[config.mk]
export PLATFORM = sky130hd
export DESIGN_NAME = otp_auth_core
export DESIGN_NICKNAME = d
export VERILOG_FILES = /design/src/rtl/otp_auth_pkg.sv /design/src/rtl/otp_auth_core_lfsr.sv /design/src/rtl/otp_auth_core.sv
export SDC_FILE = /design/constraint.sdc
export NUM_CORES = 1
export LEC_CHECK = 0
export CORE_MARGIN = 4
export CORE_UTILIZATION = 58
export DETAILED_ROUTE_END_ITERATION = 16
export PLACE_DENSITY_LB_ADDON = 0.2
export SLEW_MARGIN = 10
export SYNTH_ARGS = -nofsm -noshare
export SYNTH_HDL_FRONTEND = slang
export SYNTH_SLANG_ARGS = --single-unit
[constraint.sdc]
create_clock -name clk -period 2.9 [get_ports clk]
set_input_delay 0.29 -clock clk [delete_from_list [all_inputs] [get_ports clk]]
set_output_delay 0.29 -clock clk [all_outputs]
set_load 0.02 [all_outputs]
[src/rtl/otp_auth_pkg.sv]
// Shared types and constants for the one-time-password authenticator.
package otp_auth_pkg;

  typedef enum logic [2:0] {
    ST_IDLE     = 3'd0,
    ST_ENTRY    = 3'd1,
    ST_CHECK    = 3'd2,
    ST_UNLOCKED = 3'd3,
    ST_LOCKED   = 3'd4,
    ST_EXPIRED  = 3'd5
  } otp_state_e;

  localparam logic [31:0] LFSR_DEFAULT_SEED = 32'h0000_ACE1;

  // Maximal-length Galois feedback masks (right-shifting form) for 8..32 bits.
  function automatic logic [31:0] lfsr_taps(input int width);
    case (width)
      8:       lfsr_taps = 32'h0000_00B8;
      9:       lfsr_taps = 32'h0000_0110;
      10:      lfsr_taps = 32'h0000_0240;
      11:      lfsr_taps = 32'h0000_0500;
      12:      lfsr_taps = 32'h0000_0E08;
      13:      lfsr_taps = 32'h0000_1C80;
      14:      lfsr_taps = 32'h0000_3802;
      15:      lfsr_taps = 32'h0000_6000;
      16:      lfsr_taps = 32'h0000_B400;
      17:      lfsr_taps = 32'h0001_2000;
      18:      lfsr_taps = 32'h0002_0400;
      19:      lfsr_taps = 32'h0007_2000;
      20:      lfsr_taps = 32'h0009_0000;
      21:      lfsr_taps = 32'h0014_0000;
      22:      lfsr_taps = 32'h0030_0000;
      23:      lfsr_taps = 32'h0042_0000;
      24:      lfsr_taps = 32'h00E1_0000;
      25:      lfsr_taps = 32'h0120_0000;
      26:      lfsr_taps = 32'h0200_0023;
      27:      lfsr_taps = 32'h0400_0013;
      28:      lfsr_taps = 32'h0900_0000;
      29:      lfsr_taps = 32'h1400_0000;
      30:      lfsr_taps = 32'h2000_0029;
      31:      lfsr_taps = 32'h4800_0000;
      32:      lfsr_taps = 32'h8020_0003;
      default: lfsr_taps = 32'h0000_B400;
    endcase
  endfunction

endpackage

[src/rtl/otp_auth_core_lfsr.sv]
// Free-running Galois LFSR supplying the random source for new OTPs.
module otp_lfsr_n
  import otp_auth_pkg::*;
#(
  parameter int unsigned        WIDTH = 16,
  parameter logic [WIDTH-1:0]   SEED  = WIDTH'(LFSR_DEFAULT_SEED)
) (
  input  logic             clk,
  input  logic             reset_n,
  output logic [WIDTH-1:0] o_value
);

  localparam logic [31:0]      TAPS_FULL = lfsr_taps(WIDTH);
  localparam logic [WIDTH-1:0] TAPS      = TAPS_FULL[WIDTH-1:0];
  // A zero seed would lock the register at zero forever, so it is replaced by 1.
  localparam logic [WIDTH-1:0] SEED_NZ   = (SEED == '0) ? WIDTH'(1) : SEED;

  logic [WIDTH-1:0] r_state;

  // Advance one step every cycle, folding the taps in whenever a one shifts out.
  always_ff @(posedge clk or negedge reset_n) begin
    if (!reset_n) r_state <= SEED_NZ;
    else          r_state <= r_state[0] ? ((r_state >> 1) ^ TAPS) : (r_state >> 1);
  end

  assign o_value = r_state;

endmodule

[src/rtl/otp_auth_core.sv]
// OTP authenticator: generates a code, collects entered digits, compares,
// counts failures, locks out for a while and expires stale codes.
module otp_auth_core
  import otp_auth_pkg::*;
#(
  parameter int unsigned DIGITS        = 4,
  parameter int unsigned DIGIT_W       = 4,
  parameter int unsigned MAX_ATTEMPTS  = 3,
  parameter int unsigned EXPIRE_CYCLES = 50_000_000,
  parameter int unsigned LOCK_CYCLES   = 500_000_000,
  parameter int unsigned UNLOCK_CYCLES = 100_000_000,
  parameter logic [31:0] LFSR_SEED     = LFSR_DEFAULT_SEED
) (
  input  logic                           clk,
  input  logic                           reset_n,
  input  logic [DIGIT_W-1:0]             user_in,
  input  logic                           otp_latch,
  input  logic                           user_latch,
  output logic [DIGITS*DIGIT_W-1:0]      otp,
  output logic [DIGITS*DIGIT_W-1:0]      user_otp,
  output logic [$clog2(DIGITS+1)-1:0]    digit_cnt,
  output logic [3:0]                     wrng_atmpt,
  output logic                           unlock,
  output logic                           lock,
  output logic                           expired,
  output logic [2:0]                     state
);

  localparam int unsigned W  = DIGITS * DIGIT_W;
  localparam int unsigned CW = $clog2(DIGITS + 1);

  logic [W-1:0]  w_lfsr;
  logic          r_otpPrev, r_userPrev, r_otpPulse, r_userPulse;

  otp_state_e    r_state, w_nextState;
  logic [W-1:0]  r_otp, w_nextOtp, r_userOtp, w_nextUser;
  logic [CW-1:0] r_digitCnt, w_nextCnt, w_cntInc;
  logic [3:0]    r_wrong, w_nextWrong, w_wrongInc;
  logic [31:0]   r_expTimer, w_nextExpTimer, r_holdTimer, w_nextHoldTimer;
  logic          r_unlock, r_lock, r_expired, w_newSession;

  otp_lfsr_n #(
    .WIDTH (W),
    .SEED  (LFSR_SEED[W-1:0])
  ) u_lfsr (
    .clk     (clk),
    .reset_n (reset_n),
    .o_value (w_lfsr)
  );

  assign w_cntInc   = r_digitCnt + CW'(1);
  assign w_wrongInc = r_wrong + 4'd1;

  // Registered rising-edge detectors so each button press yields one clean pulse.
  always_ff @(posedge clk or negedge reset_n) begin
    if (!reset_n) begin
      r_otpPrev   <= 1'b0;
      r_userPrev  <= 1'b0;
      r_otpPulse  <= 1'b0;
      r_userPulse <= 1'b0;
    end else begin
      r_otpPrev   <= otp_latch;
      r_userPrev  <= user_latch;
      r_otpPulse  <= otp_latch & ~r_otpPrev;
      r_userPulse <= user_latch & ~r_userPrev;
    end
  end

  // Next-state logic; in ENTRY expiry beats a new request, which beats a digit.
  always_comb begin
    w_nextState     = r_state;
    w_nextOtp       = r_otp;
    w_nextUser      = r_userOtp;
    w_nextCnt       = r_digitCnt;
    w_nextWrong     = r_wrong;
    w_nextExpTimer  = r_expTimer;
    w_nextHoldTimer = r_holdTimer;
    w_newSession    = 1'b0;
    case (r_state)
      ST_IDLE: begin
        if (r_otpPulse) w_newSession = 1'b1;
      end
      ST_ENTRY: begin
        if (r_expTimer == 32'(EXPIRE_CYCLES - 1)) begin
          w_nextState = ST_EXPIRED;
        end else begin
          w_nextExpTimer = r_expTimer + 32'd1;
          if (r_otpPulse) begin
            w_newSession = 1'b1;
          end else if (r_userPulse) begin
            w_nextUser = {r_userOtp[W-DIGIT_W-1:0], user_in};
            w_nextCnt  = w_cntInc;
            if (w_cntInc == CW'(DIGITS)) w_nextState = ST_CHECK;
          end
        end
      end
      ST_CHECK: begin
        if (r_userOtp == r_otp) begin
          w_nextState     = ST_UNLOCKED;
          w_nextWrong     = 4'd0;
          w_nextHoldTimer = 32'd0;
        end else begin
          w_nextWrong = w_wrongInc;
          w_nextUser  = '0;
          w_nextCnt   = '0;
          if (w_wrongInc == 4'(MAX_ATTEMPTS)) begin
            w_nextState     = ST_LOCKED;
            w_nextHoldTimer = 32'd0;
          end else begin
            w_nextState = ST_ENTRY;
          end
        end
      end
      ST_UNLOCKED: begin
        if (r_otpPulse) begin
          w_newSession = 1'b1;
        end else if (r_holdTimer == 32'(UNLOCK_CYCLES - 1)) begin
          w_nextState = ST_IDLE;
        end else begin
          w_nextHoldTimer = r_holdTimer + 32'd1;
        end
      end
      ST_LOCKED: begin
        if (r_holdTimer == 32'(LOCK_CYCLES - 1)) begin
          w_nextState = ST_IDLE;
          w_nextWrong = 4'd0;
        end else begin
          w_nextHoldTimer = r_holdTimer + 32'd1;
        end
      end
      ST_EXPIRED: begin
        if (r_otpPulse) w_newSession = 1'b1;
      end
      default: w_nextState = ST_IDLE;
    endcase
    if (w_newSession) begin
      w_nextState    = ST_ENTRY;
      w_nextOtp      = w_lfsr;
      w_nextUser     = '0;
      w_nextCnt      = '0;
      w_nextExpTimer = 32'd0;
    end
  end

  // State and datapath registers; indicator flags decode the upcoming state.
  always_ff @(posedge clk or negedge reset_n) begin
    if (!reset_n) begin
      r_state     <= ST_IDLE;
      r_otp       <= '0;
      r_userOtp   <= '0;
      r_digitCnt  <= '0;
      r_wrong     <= 4'd0;
      r_expTimer  <= 32'd0;
      r_holdTimer <= 32'd0;
      r_unlock    <= 1'b0;
      r_lock      <= 1'b0;
      r_expired   <= 1'b0;
    end else begin
      r_state     <= w_nextState;
      r_otp       <= w_nextOtp;
      r_userOtp   <= w_nextUser;
      r_digitCnt  <= w_nextCnt;
      r_wrong     <= w_nextWrong;
      r_expTimer  <= w_nextExpTimer;
      r_holdTimer <= w_nextHoldTimer;
      r_unlock    <= (w_nextState == ST_UNLOCKED);
      r_lock      <= (w_nextState == ST_LOCKED);
      r_expired   <= (w_nextState == ST_EXPIRED);
    end
  end

  assign otp        = r_otp;
  assign user_otp   = r_userOtp;
  assign digit_cnt  = r_digitCnt;
  assign wrng_atmpt = r_wrong;
  assign unlock     = r_unlock;
  assign lock       = r_lock;
  assign expired    = r_expired;
  assign state      = r_state;

endmodule

Yosys cells after proc, flatten, opt, wreduce, memory -nomap -nowiden
Index checks and enable logic that the tools add are counted.
- add/subtract/negate cells: 4
- eq/ne operators: 24
- multiplexer cells: 39
- bitwise operators: 5
- reductions and logical operators: 11
- operators by type and width (kind ; count):
    2-to-1 mux 32 bit ; 8
    2-to-1 mux 16 bit ; 6
    one-hot mux 32 bit (3 select lines) ; 1
    adder 32 x 1 -> 32 bit, second input constant ; 2
    2-to-1 mux 3 bit ; 15
    equality test 32 x 26 -> 1 bit, second input constant ; 1
    equality test 32 x 27 -> 1 bit, second input constant ; 1
    equality test 32 x 29 -> 1 bit, second input constant ; 1
    one-hot mux 16 bit (2 select lines) ; 1
    equality test 16 bit ; 1
    equality test 3 bit, second input constant ; 5
    != test 3 bit, second input constant ; 5
    one-hot mux 3 bit (5 select lines) ; 1
    != test 2 bit, second input constant ; 5
    AND reduction 5 bit ; 2
    equality test 3 x 2 -> 1 bit, second input constant ; 3
    2-to-1 mux 4 bit ; 2
    one-hot mux 4 bit (2 select lines) ; 1
    one-hot mux 3 bit (2 select lines) ; 1
    nonzero test 3 bit ; 2
    adder 4 x 1 -> 4 bit, second input constant ; 1
    equality test 4 x 2 -> 1 bit, second input constant ; 1
    NOT 3 -> 4 bit ; 1
    AND reduction 2 bit ; 2
    10 further kinds ; 14
- bits in registers: 129
- input port bits: 8
- word-level logic and storage cells: 98

Longest topological paths before layout
- depth after elaboration: 9
- gate-level depth with buffers: 10
- mapped depth without buffers: 8

By module
From an unflattened synthesis, not the netlist that was laid out.
- cells, all modules: 621
- area, all modules: 6408.6 µm²
- modules (own cells, without submodules) (module ; times used ; cells each ; area an instance (µm²) ; sequential area each (µm²)):
    otp_auth_core ; 1 ; 602 ; 5972.0 ; 2827.7
    otp_lfsr_n ; 1 ; 19 ; 436.7 ; 410.4

Least setup slack after synthesis
OpenSTA, ideal clock, no wires.
- path type: register to register
- start point: register r_state[2], in the netlist state[2]
- end point: register r_expTimer[14]
- arrival: 2370 ps
- setup slack: 452 ps
- stages on the path, launching flop included: 10
- buffers on the path: 3
- clock period less this slack: 2448 ps
- cell sequence: dfrtp_1 -> clkbuf_1 -> or3b_2 -> clkbuf_1 -> nor3_1 -> o31ai_1 -> and2_0 -> clkbuf_1 -> or3_1 -> a21oi_1
- word-level cells in the longest chain between the ends: 5
- elaborated cells between the ends (all ways): 10
- classes of those cells: eq/ne: 4; mux: 2; reduce/logical: 4
- ends and longest elaborated chain (element ; line ; RTL):
    start, declared ; otp_auth_core.sv:35 ; otp_state_e r_state, w_nextState;
    start signal, assigned ; otp_auth_core.sv:159 ; r_state <= w_nextState;
    equality test 3 bit (tied with other cells) ; otp_auth_core.sv:79 ; case (r_state)
    OR reduction 3 bit (no line) ; n/a ;
    one-hot mux 1 bit (2 select lines) ; otp_auth_core.sv:79 ;
    != test 2 bit (no line) or nonzero test 2 bit (tied branches) ; n/a ;
    AND reduction 2 bit (no line) ; n/a ;
    end signal, assigned ; otp_auth_core.sv:164 ; r_expTimer <= w_nextExpTimer;
    end, declared ; otp_auth_core.sv:39 ; logic [31:0] r_expTimer, w_nextExpTimer, r_holdTimer, w_nextHoldTimer;
Several ways; a longest one is shown, not always the timed one.
A chain may end at the register's enable or synchronous reset.

Final worst setup path
- start point: register r_wrong[0], in the netlist wrng_atmpt[0]
- end point: register r_holdTimer[20]
- word-level cells in the longest chain between the ends: 4
- ends and longest elaborated chain (element ; line ; RTL):
    start, declared ; otp_auth_core.sv:38 ; logic [3:0] r_wrong, w_nextWrong, w_wrongInc;
    start signal, assigned ; otp_auth_core.sv:163 ; r_wrong <= w_nextWrong;
    adder 4 x 1 -> 4 bit ; otp_auth_core.sv:52 ; assign w_wrongInc = r_wrong + 4'd1;
    equality test 4 x 2 -> 1 bit ; otp_auth_core.sv:106 ; if (w_wrongInc == 4'(MAX_ATTEMPTS)) begin
    != test 3 bit (no line) ; n/a ;
    AND reduction 5 bit (no line) ; n/a ;
    end signal, assigned ; otp_auth_core.sv:165 ; r_holdTimer <= w_nextHoldTimer;
    end, declared ; otp_auth_core.sv:39 ;
No other way between the ends.

==> flow_summary.json <==
{
  "status": "complete, no violations",
  "max-vdd-ir-drop_mv": 0.4566,
  "period_share_pct": 91.40,
  "synth-simple-area-share_pct": 26.88,
  "grt_max_degree": 65,
  "fp-row-count": 38,
  "synthArstFlopShare_pct": 100.0,
  "drive_above_1_share_pct": 9.091,
  "firstDrtPassIters": 5,
  "drc": 0,
  "register_area_um2": 3238,
  "overflow": 0,
  "p_sw_share_pct": 26.19,
  "syn_inst": 702,
  "required_ns": 3.35,
  "die_h_um": 113.8,
  "num_vias": 5661,
  "path_clk_slew_ns": 0.06,
  "start_kind": "flip-flop",
  "clock.fmax_mhz": 377.3,
  "pre_cts_slack_ns": 0.2617,
  "cts_tree": "done",
  "p_sw_mw": 1.141,
  "hold_path_class": "input pin to flip-flop",
  "dieArea_um2": 12950,
  "cts_buffer_depth": 2,
  "core_um2": 10890,
  "die_x_um": 113.8,
  "hold_violations": 0,
  "grt_usage_pct": 26.66,
  "clk_latency_ns": 0.55,
  "n_antenna_cell": 0,
  "dp_hpwl_mm": 10.88,
  "nets": 771,
  "placed_area_um2": 7203,
  "clkPwrFrac_pct": 48.9,
  "seqPwrFrac_pct": 44.0,
  "rsz0062_at_grt": "no",
  "synth_edf_count": 0,
  "setup-violations-final": 0,
  "cellPowerDensity_nw_per_um2": 558.5,
  "p_int_mw": 3.216,
  "syn_to_final_growth_pct": 20.13,
  "wl_per_cell_um": 18.17,
  "antenna_found_initial": 0,
  "synth_top_family_by_area": "simple AND/OR/NAND/NOR gates",
  "syn_area_um2": 6494,
  "ys_ff_latch": 129,
  "drv_cap": 0,
  "synth_flop_cell": "dfrtp_1",
  "endpoint_kind": "flip-flop",
  "htreeDepth": 4,
  "synth.mux.area_fraction_pct": 0.7900,
  "finalWirelength_mm": 16.54,
  "grt_pass1_vias": 5504,
  "fin_area_um2": 7801,
  "path_max_fanout": 41,
  "leakagePower_nw": 3.448,
  "multi_input_area_um2": 3093,
  "grt_first_pass_wirelength_mm": 27.29,
  "cts_buffers": 17,
  "drtIter0Drc": 483,
  "yosys_warnings": 0,
  "synth_compound_area_share_pct": 13.04,
  "critPathKind": "flip-flop to flip-flop",
  "setup_tns_ns": 0,
  "tightest_slew_ns": 0.8337,
  "via_per_inst": 6.221,
  "seq_area_frac_synth_pct": 49.87,
  "synth_cell_types": 55,
  "slew_violations": 0,
  "skew_ns": 0.01393,
  "synth-xor-area-share_pct": 5.665,
  "worst_slack_ns": 0.2493,
  "initial_core_util_pct": 59.64,
  "root_buffer": "clkbuf_8",
  "synthAdderAreaFrac_pct": 1.156,
  "antenna_left": 0,
  "fin_crit_ns": 2.651,
  "postCtsSetupBuffers": 0,
  "cp.arrival_ns": 3.11,
  "globalplace.congestion": 0.8990,
  "maxSlewHeadroom_pct": 44.42,
  "synth_fp_nets": 716,
  "portBuffers": 52,
  "syn_avg_cell_area_um2": 9.250,
  "pwr-share-comb_pct": 7.2,
  "io_pins": 53,
  "num-fill-cells": 807,
  "clock-sinks": 129
}
critical path, stage by stage (launching register included):
cell,delay [ns]
dfrtp_1,0.47
ha_1,0.25
and2_1,0.17
a21oi_1,0.09
o311a_1,0.35
a21bo_2,0.47
or4_1,0.59
a21oi_1,0.19
through the flow:
stage	instances	power, mW	hold slack [ns]	utilization (%)
floorplan	702	2.089	-0.005591	-
global placement	877	2.245	0.3579	66.16
detailed placement	877	2.257	0.3580	66.16
CTS	910	4.390	0.1908	71.63
global route	910	4.512	0.2059	71.65
finish	910	4.357	0.2144	71.65
per-layer routing:
layer | share of wire [%] | up-vias | global-route usage (%)
met3 | 6.0 | 36 | 7.056
met5 | 0 | - | 0
met2 | 49 | 198 | 42.56
li1 | - | 2635 | -
met4 | 2.1 | 0 | 10.77
met1 | 43 | 2792 | 34.84
synth_stat cells, drive strengths merged, types with 3 or more instances:
cell / n / share of area (%)
nand2b: 7 / 0.67
ha: 6 / 1.2
xnor2: 20 / 2.7
nor3: 7 / 0.54
or2: 3 / 0.33
nor2b: 10 / 0.96
a211o: 4 / 0.54
and3: 18 / 1.7
buf: 5 / 0.35
dfrtp: 121 / 47
o21ai: 37 / 2.9
nor4: 7 / 0.67
and4: 9 / 1.2
or4: 25 / 2.9
nand2: 125 / 7.2
o31ai: 23 / 2.7
a21oi: 47 / 3.6
nand3: 34 / 2.6
nor2: 37 / 2.1
inv: 9 / 0.52
nand3b: 4 / 0.46
and2: 13 / 1.3
nand4: 23 / 2.2
dfstp: 8 / 3.2
a211oi: 7 / 0.89
or3: 11 / 1.1
mux2i: 4 / 0.62
xor2: 22 / 3.0
clkbuf: 30 / 1.7
timing repair:
item | in CTS | in global routing
hold endpoints to repair | 58 | 0
endpoints found under the setup margin | 0 | 1
resized for setup | 0 | 1
hold buffers | 1 | 0
path summary, 6_finish.rpt:
check / cells past startpoint / slack (ns) / end / start
worst max-delay path: 7 / 0.25 / r_holdTimer[20]$_DFFE_PN0P_ / wrng_atmpt[0]$_DFFE_PN0P_
worst min-delay path: 1 / 0.21 / r_otpPrev$_DFF_PN0_ / otp_latch
worst max register to register: 7 / 0.25 / r_holdTimer[20]$_DFFE_PN0P_ / wrng_atmpt[0]$_DFFE_PN0P_
worst min register to register: 0 / 0.37 / u_lfsr.o_value[6]$_DFF_PN1_ / u_lfsr.o_value[7]$_DFF_PN1_
max in group asynchronous: 3 / 1.70 / digit_cnt[2]$_DFFE_PN0P_ / reset_n
min in group asynchronous: 2 / 0.39 / r_otpPrev$_DFF_PN0_ / reset_n
power groups by stage:
stage	clock [mW]	sequential, mW	combinational, mW
floorplan	0	1.96	0.132
global placement	0	1.94	0.304
detailed placement	0	1.94	0.313
CTS	2.16	1.91	0.315
global route	2.25	1.92	0.342
finish	2.13	1.92	0.312
layout by cell type (no fill, tap or decap), types with 10 or more instances in the layout:
cell type	n
and2_1	12
buf_4	18
a21oi_1	46
and3_1	18
nand4_1	23
xnor2_1	20
nor2b_1	10
or4_1	24
or3_1	11
dfrtp_1	121
o31ai_1	23
nor2_1	37
nand2_1	124
xor2_1	22
nand3_1	34
o21ai_0	36
clkdlybuf4s50_1	51
clkbuf_16	16
final cells by class:
cell class | count | share of cell area, %
tap | 140 | 2.245
clock buffer | 17 | 5.309
clock inverter | 15 | 2.197
multi-input combinational | 529 | 39.65
timing repair buffer | 71 | 8.661
inverter | 9 | 0.4330
sequential | 129 | 41.51
flip-flops by register name (all words and copies together), names as in the netlist:
| register | flops |
|---|---|
| r_userPulse | 1 |
| r_userPrev | 1 |
| r_expTimer | 32 |
| user_otp | 16 |
| unlock | 1 |
| state | 3 |
| u_lfsr.o_value | 16 |
| r_otpPulse | 1 |
| otp | 16 |
| wrng_atmpt | 4 |
| expired | 1 |
| r_otpPrev | 1 |
| r_holdTimer | 32 |
| lock | 1 |
| digit_cnt | 3 |
cell families (layout without fill, tap and decap cells):
family	Yosys count	count (layout)
simple gates	339	339
compound gates	137	137
flops	129	129
buf+inv	44	112
xor+xnor	42	42
fa+ha+maj	6	6
mux	5	5
Note: power is estimated with default switching activity, not from simulation.
